`src/rtl/foobar_gen.sv`:
```
// Periodic foo/bar pulse generator with pulse counters, wrap flags and a
// ready/valid configuration port that is only open while the block is idle.
module foobar_gen #(
    parameter int unsigned DEF_FOO_PERIOD = 3,
    parameter int unsigned DEF_BAR_PERIOD = 5
) (
    input  logic       clk,
    input  logic       rst,
    input  logic       en,
    input  logic       cfg_valid,
    input  logic [7:0] cfg_foo_period,
    input  logic [7:0] cfg_bar_period,
    output logic       cfg_ready,
    output logic       cfg_err,
    output logic       foo,
    output logic       bar,
    output logic [7:0] count_foo,
    output logic [7:0] count_bar,
    output logic       foo_wrap,
    output logic       bar_wrap
);

    typedef enum logic [0:0] {
        IDLE = 1'b0,
        RUN  = 1'b1
    } state_t;

    localparam logic [7:0] DEF_FOO = 8'(DEF_FOO_PERIOD);
    localparam logic [7:0] DEF_BAR = 8'(DEF_BAR_PERIOD);

    state_t     state_q, state_d;
    logic       cfg_ready_q, cfg_ready_d;
    logic       cfg_err_q, cfg_err_d;
    logic [7:0] foo_per_q, foo_per_d;
    logic [7:0] bar_per_q, bar_per_d;
    logic [7:0] foo_ph_q, foo_ph_d;
    logic [7:0] bar_ph_q, bar_ph_d;
    logic [7:0] count_foo_q, count_foo_d;
    logic [7:0] count_bar_q, count_bar_d;
    logic       foo_q, foo_d;
    logic       bar_q, bar_d;
    logic       foo_wrap_q, foo_wrap_d;
    logic       bar_wrap_q, bar_wrap_d;

    logic       hs_s;
    logic       cfg_ok_s;

    assign hs_s     = cfg_valid & cfg_ready_q;
    assign cfg_ok_s = (cfg_foo_period != 8'd0) && (cfg_bar_period != 8'd0);

    // Next-state, configuration and pulse generation
    always_comb begin
        state_d     = state_q;
        foo_per_d   = foo_per_q;
        bar_per_d   = bar_per_q;
        foo_ph_d    = foo_ph_q;
        bar_ph_d    = bar_ph_q;
        count_foo_d = count_foo_q;
        count_bar_d = count_bar_q;
        foo_d       = 1'b0;
        bar_d       = 1'b0;
        foo_wrap_d  = 1'b0;
        bar_wrap_d  = 1'b0;
        cfg_err_d   = 1'b0;

        case (state_q)
            IDLE: begin
                if (en && !hs_s) begin
                    state_d = RUN;
                end else begin
                    state_d = IDLE;
                end
            end
            RUN: begin
                if (!en) begin
                    state_d = IDLE;
                end else begin
                    state_d = RUN;
                end
            end
            default: state_d = IDLE;
        endcase

        // A handshake edge never counts, even with en high
        if (hs_s) begin
            if (cfg_ok_s) begin
                foo_per_d   = cfg_foo_period;
                bar_per_d   = cfg_bar_period;
                foo_ph_d    = 8'd0;
                bar_ph_d    = 8'd0;
                count_foo_d = 8'd0;
                count_bar_d = 8'd0;
            end else begin
                cfg_err_d = 1'b1;
            end
        end else if (en) begin
            if (foo_ph_q >= foo_per_q - 8'd1) begin
                foo_ph_d    = 8'd0;
                foo_d       = 1'b1;
                count_foo_d = count_foo_q + 8'd1;
                foo_wrap_d  = (count_foo_q == 8'd255);
            end else begin
                foo_ph_d = foo_ph_q + 8'd1;
            end
            if (bar_ph_q >= bar_per_q - 8'd1) begin
                bar_ph_d    = 8'd0;
                bar_d       = 1'b1;
                count_bar_d = count_bar_q + 8'd1;
                bar_wrap_d  = (count_bar_q == 8'd255);
            end else begin
                bar_ph_d = bar_ph_q + 8'd1;
            end
        end else begin
            foo_ph_d = foo_ph_q;
            bar_ph_d = bar_ph_q;
        end

        cfg_ready_d = (state_d == IDLE);
    end

    // State and output registers
    always_ff @(posedge clk or posedge rst) begin
        if (rst) begin
            state_q     <= IDLE;
            cfg_ready_q <= 1'b1;
            cfg_err_q   <= 1'b0;
            foo_per_q   <= DEF_FOO;
            bar_per_q   <= DEF_BAR;
            foo_ph_q    <= 8'd0;
            bar_ph_q    <= 8'd0;
            count_foo_q <= 8'd0;
            count_bar_q <= 8'd0;
            foo_q       <= 1'b0;
            bar_q       <= 1'b0;
            foo_wrap_q  <= 1'b0;
            bar_wrap_q  <= 1'b0;
        end else begin
            state_q     <= state_d;
            cfg_ready_q <= cfg_ready_d;
            cfg_err_q   <= cfg_err_d;
            foo_per_q   <= foo_per_d;
            bar_per_q   <= bar_per_d;
            foo_ph_q    <= foo_ph_d;
            bar_ph_q    <= bar_ph_d;
            count_foo_q <= count_foo_d;
            count_bar_q <= count_bar_d;
            foo_q       <= foo_d;
            bar_q       <= bar_d;
            foo_wrap_q  <= foo_wrap_d;
            bar_wrap_q  <= bar_wrap_d;
        end
    end

    assign cfg_ready = cfg_ready_q;
    assign cfg_err   = cfg_err_q;
    assign foo       = foo_q;
    assign bar       = bar_q;
    assign count_foo = count_foo_q;
    assign count_bar = count_bar_q;
    assign foo_wrap  = foo_wrap_q;
    assign bar_wrap  = bar_wrap_q;

endmodule

```
`config.mk`:
```
export PLATFORM = sky130hd
export DESIGN_NAME = foobar_gen
export DESIGN_NICKNAME = d
export VERILOG_FILES = /design/src/rtl/foobar_gen.sv
export SDC_FILE = /design/constraint.sdc
export NUM_CORES = 1
export LEC_CHECK = 0
export ABC_CLOCK_PERIOD_IN_PS = 2500
export CAP_MARGIN = 15
export CORE_UTILIZATION = 38
export DETAILED_ROUTE_END_ITERATION = 16
export GPL_TIMING_DRIVEN = 0
export PLACE_DENSITY = 0.72
export REMOVE_ABC_BUFFERS = 1
export SLEW_MARGIN = 20
export SYNTH_ARGS = -nofsm -noshare
export SYNTH_HDL_FRONTEND = slang
export SYNTH_SLANG_ARGS = --single-unit
```
`constraint.sdc`:
```
create_clock -name clk -period 2.5 [get_ports clk]
set_input_delay 0.375 -clock clk [delete_from_list [all_inputs] [get_ports clk]]
set_output_delay 0.375 -clock clk [all_outputs]
set_load 0.05 [all_outputs]
```
Yosys cells after proc, flatten, opt, wreduce, memory -nomap -nowiden:

Index checks and enable logic that the tools add are counted.

* flip-flop bits (word level): 55
* output and inout bits: 22

* $add $sub $neg: 6
* magnitude comparators: 2
* equal/unequal tests: 3
* muxes and demuxes: 30
* bitwise gates (word level): 3
* reduce and logical (&&, ||, !) cells: 12

Operators by type and width (count)
* 2-to-1 mux 8 bit: 13
* adder 8 x 1 -> 8 bit (second input constant): 4
* equality test 8 bit (second input constant): 2
* greater-or-equal comparator 8 bit: 2
* 2-to-1 mux 1 bit: 16
* nonzero test 8 bit: 2
* subtractor 8 x 1 -> 8 bit (second input constant): 2
* AND reduction 3 bit: 2
* nonzero test 2 bit: 3
* AND reduction 2 bit: 2
* logical AND 1 bit: 2
* != test 2 x 1 -> 1 bit (second input constant): 1
* NOT 1 bit: 2
* one-hot mux 1 bit (2 select lines): 1
* AND 1 bit: 1
* logical NOT 1 bit: 1

Longest topological paths before layout:

Gate-level depths: netlist of the first run.

* word-level depth: 6
* mapped depth: 11
* depth with buffers taken out: 11

Worst setup path after synthesis of the first run:

Ideal clock, no wire load.

* path kind: register -> register
* from: register bar_per_q[3]
* to: register count_bar_q[4] (netlist: count_bar[4])
* library setup time: 0.126 ns
* arrival time: 2.224 ns
* data required time: 2.374 ns
* slack: 0.150 ns
* stages on the path, launching flop included: 9
* buffers on the path: 0
* clock period less this slack: 2.350 ns
* path through: dfrtp_1 > nor4_1 > nand2_1 > xor2_1 > ha_1 > nand4_1 > o31a_1 > o21a_1 > a221o_1

* cells in the longest elaborated chain, start to end: 4

RTL lines
* start, declared: line 35 `logic [7:0] bar_per_q, bar_per_d;`
* start signal, assigned: line 142 `bar_per_q <= bar_per_d;`
* subtractor 8 x 1 -> 8 bit: line 105 `if (bar_ph_q >= bar_per_q - 8'd1) begin`
* greater-or-equal comparator 8 bit: line 105
* nonzero test 2 bit (no line)
* AND reduction 3 bit (no line)
* end signal, assigned: line 146 `count_bar_q <= count_bar_d;`
* end, declared: line 39 `logic [7:0] count_bar_q, count_bar_d;`

No other way between the ends.
A chain may end at the register's enable or synchronous reset.

Final worst setup path of the first run:

* from: register bar_per_q[5]
* to: register count_bar_q[2] (netlist: count_bar[2])

Same word-level chain as after synthesis.

==> results of run 1 <==
-- cell usage after synthesis, types with 2 or more instances --
cell type / number / area share (%)
a31oi_1: 4 / 0.80
nor2_1: 13 / 1.6
o22ai_1: 2 / 0.40
nand2_1: 34 / 4.1
and2_1: 3 / 0.60
xnor2_1: 9 / 2.5
nor4b_1: 4 / 1.1
nor4_1: 9 / 1.8
a22o_1: 5 / 1.4
or3_1: 2 / 0.40
buf_2: 2 / 0.32
nor3_1: 8 / 1.3
and3_1: 10 / 2.0
o21a_1: 4 / 0.96
nand4_1: 7 / 1.4
inv_1: 13 / 1.6
o22a_1: 2 / 0.56
nand3_1: 12 / 1.9
nor3b_1: 4 / 0.96
dfstp_2: 5 / 4.2
a211o_1: 3 / 0.84
mux2i_1: 6 / 1.9
xor2_1: 11 / 3.1
a21oi_1: 5 / 0.80
dfrtp_1: 50 / 40
a221o_1: 4 / 1.3
ha_1: 22 / 8.8
mux2_2: 17 / 6.1
clkbuf_1: 3 / 0.36
o21ai_0: 12 / 1.9
-- cell type report --
cell class                      count  area share, %
Sequential cell                    55           34.7
Inverter                           14           1.38
Timing Repair Buffer               56           13.2
Multi-Input combinational cell    226           44.6
Tap cell                          102           3.19
Clock inverter                      2          0.970
Clock buffer                        6           2.06
-- placed cells by master, fill, tap and decap left out, types with 3 or more instances in the layout --
| master | count |
|---|---|
| and3_1 | 10 |
| xnor2_1 | 8 |
| xor2_1 | 11 |
| dfrtp_1 | 47 |
| nand3_1 | 11 |
| o21ai_0 | 9 |
| nand2_1 | 34 |
| nor3_1 | 6 |
| a22o_1 | 5 |
| dfstp_2 | 5 |
| nand4_1 | 7 |
| clkbuf_8 | 6 |
| a31oi_1 | 4 |
| clkdlybuf4s50_1 | 41 |
| mux2i_1 | 6 |
| a211o_1 | 3 |
| nor4_1 | 7 |
| dfrtp_2 | 3 |
| a221o_1 | 4 |
| mux2_2 | 17 |
| buf_4 | 14 |
| nor2_1 | 13 |
| nor3b_1 | 4 |
| a21oi_1 | 4 |
| inv_1 | 12 |
| ha_1 | 19 |
-- layer usage --
metal	wire length, µm	part of all wire [%]	track usage [%]	vias to the layer above
met5	0	0	0	-
met4	91	1.3	4.36	0
met3	242	3.4	3.20	8
met2	3300	47	26.7	43
met1	3380	48	23.8	1252
li1	-	-	-	1218
-- registers in the layout (all words and copies together) (netlist names) --
register	flops
bar	1
foo	1
cfg_err	1
state_q	1
bar_ph_q	8
cfg_ready	1
bar_per_q	8
count_bar	8
foo_ph_q	8
bar_wrap	1
foo_per_q	8
foo_wrap	1
count_foo	8
-- cell families (layout without fill, tap and decap cells) --
group	after synthesis	count (layout)	share of synthesized area [%]
AO/OA/AOI/OAI	49	49	11.5
XOR/XNOR	20	20	5.61
adder cells (fa/ha/maj)	22	22	8.81
buffers and inverters	21	78	2.96
flip-flops	55	55	44.3
multiplexers	23	23	8.05
AND/OR/NAND/NOR	112	112	18.8
-- timing repair --
action                     CTS  global route
resized for setup           17            15
setup endpoints to repair   33            24
hold buffers                 0             0
pin swaps                    7            15
buffers inserted             9             6
-- worst min path at each step --
stage | to | cells after the start
floorplan | cfg_ready$_DFF_PP1_ | 1
global placement | cfg_ready$_DFF_PP1_ | 1
global route | foo_ph_q[7]$_DFFE_PP0P_ | 1
CTS | cfg_ready$_DFF_PP1_ | 1
finish | cfg_ready$_DFF_PP1_ | 1
detailed placement | cfg_ready$_DFF_PP1_ | 1
-- critical path, stage by stage, from the launching register on --
cell     delay (ns)
dfrtp_1        0.42
nor4_2         0.31
nand2_1        0.11
xor2_1         0.17
ha_1           0.34
nand4_1        0.12
o31a_4         0.33
o21a_4         0.23
a221o_1        0.34
-- power by group through the flow --
stage	sequential [mW]	clock, mW	combinational, mW
final	1.15	0.646	0.778
after global routing	1.17	0.691	0.856
after CTS	1.14	0.657	0.715
after detailed placement	1.16	0	0.650
after global placement	1.15	0	0.618
after floorplan	1.18	0	0.427
==> impl_metrics.tcl, run 1 <==
set metrics [dict create \
    rsz0062_at_grt "yes" \
    core_area_um2 7850 \
    setup_viol 0 \
    utilization_pct 51.0 \
    grt_overflow 0 \
    timing.critical_path.required_ns 2.71 \
    drive_above_1_share_pct 20.6 \
    synth_cell_type_count 47 \
    grt_usage_pct 16.9 \
    endpoint "count_bar[2]$_DFFE_PP0P_" \
    hold_slack_ns 0.466 \
    startpoint_type "flip-flop" \
    die_h_um 92.7 \
    io_pins 42 \
    grt_max_degree 56 \
    synth_area_um2 3120 \
    synth-seq-cells 55 \
    viasPerCell 5.47 \
    area_delta_synth_final_pct 28.0 \
    layout_min_cycle_time_ns 2.46 \
    vias 2521 \
    post-dp-hpwl_um 4690 \
    drv_cap 0 \
    netSwitchingFraction_pct 33.1 \
    seq_area_frac_synth_pct 44.3 \
    clock_sinks 55 \
    antenna_found_initial 0 \
    final_area_um2 4000 \
    power.total_mw 2.57 \
    worst_slack_ns 0.0435 \
    p_seq_share_pct 44.7 \
    internal-power_mw 1.72 \
    placedCellCount 438 \
    synth_edf_count 0 \
    instances_no_fill 461 \
    die_area_um2 8590 \
    clkPwrFrac_pct 25.1 \
    holdCritStartpoint "state_q$_DFF_PP0_" \
    combPwrFrac_pct 30.2 \
    drt-pass1-iter-count 4 \
    syn_area_per_cell_um2 10.3 \
    yosys_warnings 0 \
    slew_viol_final 0 \
    synth-main-ff-cell "dfrtp_1" \
    nets 400 \
    drt-total-wl_um 7020 \
    antennaDiodeCount 0 \
    r2r_setup_slack_ns 0.04 \
    cts_tree "done" \
    cp_max_fo 6 \
    setup_tns_ns 0 \
    reg2reg_to "count_bar[2]$_DFFE_PP0P_" \
    rows 32 \
    clockBufferDepth 2 \
    p_leak_nw 1.66 \
    io_buffers 41 \
    cts_buffers 5 \
    drtAntennaViolNets 0 \
    vdd_ir_drop_max_v 0.000288 \
    synthCells 302 \
    grt_pass1_wl_um 11600 \
    outcome "completed" \
    fin_crit_sh_pct 98.3 \
    synthArstFlopShare_pct 100 \
    gp_congestion 0.771 \
    multi_input_area_um2 1780 \
    wl_per_cell_um 15.2 \
    drt_iter0_drc 120 \
    clockRootBuffer "clkbuf_8" \
    register_area_um2 1390 \
    cp.arrival_ns 2.67 \
    tightest_slew_ns 0.871 \
    rr_worst_depth 8 \
    fill_cells 722 \
    endpoint_kind "flip-flop" \
    min-delay-path-class "reg2reg" \
    crit_start "bar_per_q[5]$_DFFE_PP0P_" \
    fmax_ghz 0.407 \
    net-switching-power_mw 0.850 \
    dp_slack_ns -0.701 \
    power.density_nw_per_um2 643 \
    grt_pass1_vias 2402 \
    start_util_pct 39.8 \
    reg2reg_from "bar_per_q[5]$_DFFE_PP0P_" \
    criticalPathCategory "reg2reg" \
    die_w_um 92.7 \
    clkLatencyLatePin_ns 0.32 \
    clk_pin_slew_ns 0.11 \
    finalHoldViolCount 0 \
    dpl-instance-area_um2 3620 \
    finClkSkew_ns 0.00992 \
    drc 0 \
    h-tree-depth 2 \
    max_slew_margin_pct 41.7 \
]
Note: power is estimated with default switching activity, not from simulation.
==> inputs of run 2 (changes only) <==
--- a/config.mk
+++ b/config.mk
@@ -8,6 +8,7 @@
 export ABC_CLOCK_PERIOD_IN_PS = 2500
 export CAP_MARGIN = 15
 export CORE_UTILIZATION = 38
+export CTS_CLUSTER_SIZE = 25
 export DETAILED_ROUTE_END_ITERATION = 16
 export GPL_TIMING_DRIVEN = 0
 export PLACE_DENSITY = 0.72
==> results of run 2 <==
The final DEF is identical to that of run 1; final timing and power are the same.
==> inputs of run 3 (changes only) <==
--- a/config.mk
+++ b/config.mk
@@ -7,11 +7,12 @@
 export LEC_CHECK = 0
 export ABC_CLOCK_PERIOD_IN_PS = 2500
 export CAP_MARGIN = 15
-export CORE_UTILIZATION = 38
+export CORE_ASPECT_RATIO = 0.8
+export CORE_UTILIZATION = 50
 export CTS_CLUSTER_SIZE = 25
 export DETAILED_ROUTE_END_ITERATION = 16
 export GPL_TIMING_DRIVEN = 0
-export PLACE_DENSITY = 0.72
+export PLACE_DENSITY = 0.88
 export REMOVE_ABC_BUFFERS = 1
 export SLEW_MARGIN = 20
 export SYNTH_ARGS = -nofsm -noshare
==> run 3 against run 2 <==
  * Hold slack worse by 0.13 ns
  * Global-route usage grew 4.5 points
  * Fmax decreased by 0.75%
  * Setup slack worse by 0.019 ns
  * Critical path type unchanged
  * Highest routed layer unchanged
==> impl_metrics.tcl, run 3 (synthesis gave the netlist of run 1 again) <==
set metrics [dict create \
    multi_input_area_um2 1760 \
    grt_overflow 0 \
    startpoint_type "flip-flop" \
    cp_max_fo 6 \
    critPathBufInv 1 \
    die_h_um 72.7 \
    fin_crit_sh_pct 99.0 \
    io_buffers 41 \
    io_pins 42 \
    vdd_ir_drop_max_v 0.000291 \
    outcome "completed" \
    rsz0062_at_grt "yes" \
    gp_congestion 0.801 \
    grt_pass1_vias 2371 \
    drc 0 \
    register_area_um2 1390 \
    h-tree-depth 2 \
    fill_cells 460 \
    dp_slack_ns -0.584 \
    drv_cap 0 \
    grt_pass1_wl_um 11200 \
    drive_above_1_share_pct 19.4 \
    cpLargestDelayFamily "compound AO/OA/AOI/OAI gates" \
    die_w_um 90.4 \
    antenna_found_initial 0 \
    fmax_ghz 0.404 \
    min-delay-path-class "in2async" \
    cts_buffers 5 \
    drt-pass1-iter-count 6 \
    drtAntennaViolNets 0 \
    finalHoldViolCount 0 \
    antennaDiodeCount 0 \
    drt-total-wl_um 7130 \
    tightest_slew_ns 0.876 \
    post-dp-hpwl_um 4920 \
    timing.critical_path.required_ns 2.70 \
    slew_viol_final 0 \
    start_util_pct 52.3 \
    r2r_setup_slack_ns 0.02 \
    wl_per_cell_um 16.3 \
    p_leak_nw 1.63 \
    final_cell_mix "47 x dfrtp_1, 41 x clkdlybuf4s50_1, 34 x nand2_1" \
    grt_usage_pct 21.4 \
    clock_sinks 55 \
    utilization_pct 65.8 \
    die_area_um2 6570 \
    max_slew_margin_pct 41.3 \
    endpoint_kind "flip-flop" \
    grt_max_degree 25 \
    cp_slowest_cell "o31a_4" \
    ctsHoldBuffers 0 \
    mostFrequentLayoutCell "dfrtp_1" \
    cp.arrival_ns 2.68 \
    vias 2558 \
    cpPeakStageDelay_ns 0.39 \
    clkLatencyLatePin_ns 0.31 \
    clockBufferDepth 2 \
    criticalPathCategory "reg2reg" \
    layout_min_cycle_time_ns 2.48 \
    drt_iter0_drc 158 \
    setup_viol 0 \
    worst_slack_ns 0.0249 \
    viasPerCell 5.85 \
    area_delta_synth_final_pct 25.9 \
    clockRootBuffer "clkbuf_8" \
    nets 397 \
    worstPathCellList "buf_4 -> nor3_1 -> xnor2_1 -> ha_1 -> o21a_1 -> nor2_1 -> o31a_4 -> o21a_4 -> a221o_1" \
    rows 25 \
    cts_tree "done" \
    finClkSkew_ns 0.00971 \
    power.density_nw_per_um2 615 \
    core_area_um2 5970 \
    clk_pin_slew_ns 0.10 \
]
## run 3: cell count changes in the layout (fill, tap and decap cells not counted), moves of 2 or more
cell / delta
buf_16: +2
buf_4: -5
ha_4: -2
nor3_1: +2
nor3_2: -2
nor4b_2: +2
## run 3: final cells by class
cell class                      count  area share (%)
Multi-Input combinational cell    226            44.7
Sequential cell                    55            35.3
Tap cell                           81            2.58
Timing Repair Buffer               53            13.8
Inverter                           14            1.34
Clock inverter                      2           0.414
Clock buffer                        6            1.85
## run 3: routing by layer
metal | global-route usage (%) | routed length [µm] | vias to the layer above | share of wire, %
li1 | - | - | 1213 | -
met1 | 30.0 | 3300 | 1262 | 46
met2 | 35.8 | 3440 | 76 | 48
met3 | 3.33 | 340 | 7 | 4.8
met4 | 4.30 | 49 | 0 | 0.69
met5 | 0 | 0 | - | 0
## run 3: report_power, final
| group | internal, mW | leakage, nW | switching (mW) |
|---|---|---|---|
| clock network | 0.202 | 0.0418 | 0.302 |
| logic | 0.368 | 0.895 | 0.387 |
| registers | 1.00 | 0.697 | 0.155 |
## run 3: repair_timing
action                                  CTS  global route
cloned                                    0             0
resized for setup                        11            18
pin swaps                                 4             8
endpoints found under the setup margin   34            24
setup buffers                             8             2
## run 3: worst paths after layout
| check | startpoint | endpoint | cells past startpoint |
|---|---|---|---|
| max in group asynchronous | rst | bar_per_q[0]$_DFFE_PP1P_ | 4 |
| min in group clk | state_q$_DFF_PP0_ | cfg_ready$_DFF_PP1_ | 1 |
| worst max-delay path | bar_per_q[0]$_DFFE_PP1P_ | count_bar[4]$_DFFE_PP0P_ | 9 |
| worst max register to register | bar_per_q[0]$_DFFE_PP1P_ | count_bar[4]$_DFFE_PP0P_ | 9 |
| worst min register to register | state_q$_DFF_PP0_ | cfg_ready$_DFF_PP1_ | 1 |
| worst min-delay path | rst | count_foo[7]$_DFFE_PP0P_ | 2 |
## run 3: through the flow
stage	hold slack (ns)	cells	area (µm²)	power, mW	setup TNS (ns)
finish	0.332	437	3930	2.42	0
global route	0.376	437	3930	2.55	-0.278
CTS	0.343	435	3840	2.38	0
detailed placement	0.447	419	3650	1.82	-13.56
global placement	0.426	417	3600	1.76	-18.73
floorplan	0.408	295	3080	1.61	-0.0318
==> edit, RTL diff (flow settings as in run 1) <==
Reset style: synchronous (`rst`), changed in one clocked block.
--- a/src/rtl/foobar_gen.sv
+++ b/src/rtl/foobar_gen.sv
@@ -119,7 +119,7 @@
     end
 
     // State and output registers
-    always_ff @(posedge clk or posedge rst) begin
+    always_ff @(posedge clk) begin
         if (rst) begin
             state_q     <= IDLE;
             cfg_ready_q <= 1'b1;
Check against the original RTL: differs if rst is asserted again (counterexample within 4 cycles, from zero or initial values and one cycle with rst high); with rst held inactive, the same outputs for 4 cycles.
==> edit against run 1 <==
- non-clock buffer count down 11
- core utilization shrank 2.3 points
- first-iteration DRC count up 53%
- routed wire length shrank 4.1%
- design area fell by 6.0%
- worst setup slack improved by 0.0081 ns
- area after synthesis fell by 3.1%
- sequential cell count unchanged
- clock skew up 0.0032 ns
- sequential share of layout area is 5.3 points lower
- critical endpoint is now count_bar[6]$_SDFFE_PP0P_
- largest cell class unchanged
Power is not compared: it rests on default switching activity, and its combinational part moved more than twofold at a synthesized area within 25%.
==> edit: results (changes against run 1) <==
* FF-to-FF End: count_bar[6]$_SDFFE_PP0P_
* Number of library cell types mapped by synthesis at 55 (+17%)
* Critical path data arrival time at 2.67 ns (about the same)
* Initial detailed-routing violation count at 183 (+53%)
* TritonCTS Buffers at 5 (unchanged)
* Post-synth ARST share at 0% (-100 points)
* Clk_lat worst skew at 0.32 ns (about the same)
* Layout cell share with drive strength beyond 1 at 10.9% (-9.7 points)
* Min-Delay Path Depth at 1 (unchanged)
* Most instantiated cells after synthesis: dfxtp_1, nand2_1, nor2_1
* Cell at the root of the clock tree: clkbuf_8
* Compound-Gate Fraction of Synth Area at 17.1% (+5.6 points)
* Count of input and output buffers at 41 (unchanged)
* Worst hold endpoint: cfg_ready$_SDFF_PP1_
* CTS H-tree depth at 2 (unchanged)
* Start point of the worst min-delay path: state_q$_SDFF_PP0_
* Total leakage power at 1.38 nW
* Syn. warnings at 0 (unchanged)
* Relative slew slack at 51.8% (+10 points)
* Worst slack at placement at -0.396 ns (+0.304 ns)
* Multiplexer fraction of the synthesized cell area at 3.35% (-4.7 points)
* Critical R2R Launch: bar_per_q[3]$_SDFFE_PP0P_
* Total cell area at the placement stage at 0.00352 mm2 (-3.0%)
* HPWL after DPL at 4.80 mm (+2.3%)
* First-pass iteration count of the detailed router at 4 (unchanged)
* Post-Syn Instances at 362 (+20%)
* Number of antenna violations at the first check in global routing at 0 (unchanged)
* Sequential cell area fraction in the yosys report at 36.4% (-7.9 points)
* Overall Global Routing Usage at 16.8% (-0.061 points)
* Post-DR wirelength/cell at 13.3 um (-12%)
* Depth of the worst register-to-register path at 10 (+2)
* Type of the worst min-delay path: reg2reg
* Hold-fix buffers at CTS at 0 (unchanged)
* Area share of fa/ha/maj cells after synthesis at 9.09% (+0.28 points)
* Biggest area contributors in the synthesized netlist: dfxtp_1, ha_1, nand2_1
* Critical Path Fanout Max at 8 (+2)
* Number of nets in the finished design at 444 (+11%)
* Final weighted congestion in routability-driven placement at 0.794 (+3.0%)
* Area share of xor/xnor cells in the synthesized design at 4.05% (-1.6 points)
* First-pass GRT wire length at 11.6 mm (-0.30%)
* Outcome: finished, final reports clean
* Maximum number of pins on one net before global-route repair at 39 (-30%)
* Vias in the first global route at 2642 (+10%)
* Clock skew at 0.0131 ns (+0.00320 ns)
* Via-to-Cell Ratio at 5.37 (-1.8%)
* Deepest clock path buffer count at 2 (unchanged)
* Clock-pin slew reported for the worst setup and hold paths after clock tree synthesis at 0.09 ns (-0.02 ns)
* VDD IR max at 0.258 mV
edit: cell count changes in the layout (fill, tap and decap cells not counted), sizes merged, moves of 5 or more:
cell,change
a21oi,+6
a31oi,+10
and3,-7
buf,-10
dfrtp,-50
dfstp,-5
dfxtp,+55
mux2,-16
nand2,+14
nand2b,+5
nand3,+18
nor2,+20
xor2,-5
edit: cell type report:
cell class / instances / area [um2]
repair buffers: 45 / 452
flip-flops and latches: 55 / 1100
multi-input cells: 279 / 1930
inverters: 16 / 60.1
fillers: 723 / 3970
clock inverters: 2 / 12.5
well taps: 102 / 128
clock buffers: 6 / 72.6
edit: logic make-up after synthesis:
| family | after synthesis |
|---|---|
| fa+ha+maj | 22 |
| flops | 55 |
| compound gates | 69 |
| mux | 10 |
| simple gates | 164 |
| buf+inv | 28 |
| xor+xnor | 14 |
edit: what timing repair did:
action | in CTS | in global routing
pin swaps | 1 | 10
resized for setup | 7 | 23
endpoints found under the setup margin | 27 | 28
buffers inserted | 2 | 1
edit: routing by layer:
layer  GRT usage, %  wire, um  part of all wire [%]  vias up
li1               -         -                     -     1387
met3           2.85       183                   2.7       12
met1           20.3      3030                    45     1273
met4           6.35       116                   1.7        0
met5              0         0                     0        -
met2           29.7      3390                    50       41
edit: through the flow:
stage / std cells / hold slack, ns / setup TNS [ns] / util, %
floorplan: 350 / 0.435 / -3.46 / -
global placement: 493 / 0.456 / -20.42 / 45.4
detailed placement: 494 / 0.464 / -7.88 / 45.5
CTS: 504 / 0.477 / 0 / 47.4
global route: 505 / 0.504 / -0.347 / 48.7
finish: 505 / 0.469 / 0 / 48.7
edit: power by group:
part           internal, mW  switching (mW)
sequential            0.906          0.0352
clock                 0.197           0.296
combinational         0.150           0.207
total                  1.25           0.539
edit: critical path: stages (launching register included):
cell      delay, ns
dfxtp_1        0.35
nor2_2         0.16
nand3_2        0.13
nor4_4         0.26
xnor2_1        0.11
ha_1           0.34
a21oi_2        0.22
o21ai_4        0.11
a31oi_4        0.30
o21ai_4        0.12
a221oi_1       0.26
edit: how the worst max path moves through the flow:
stage / start / to / slack [ns] / depth (start not counted)
2_1_floorplan: foo_per_q[0]$_SDFFE_PP1P_ / count_foo[0]$_SDFFE_PP0P_ / -0.32 / 8
3_3_place_gp: foo_per_q[0]$_SDFFE_PP1P_ / foo_ph_q[2]$_SDFFE_PP0P_ / -0.95 / 8
3_5_place_dp: cfg_bar_period[4] / count_bar[6]$_SDFFE_PP0P_ / -0.40 / 6
4_1_cts: bar_per_q[0]$_SDFFE_PP1P_ / count_bar[4]$_SDFFE_PP0P_ / 0.01 / 11
5_1_grt: bar_per_q[3]$_SDFFE_PP0P_ / count_bar[6]$_SDFFE_PP0P_ / -0.07 / 10
6_report: bar_per_q[3]$_SDFFE_PP0P_ / count_bar[6]$_SDFFE_PP0P_ / 0.05 / 10
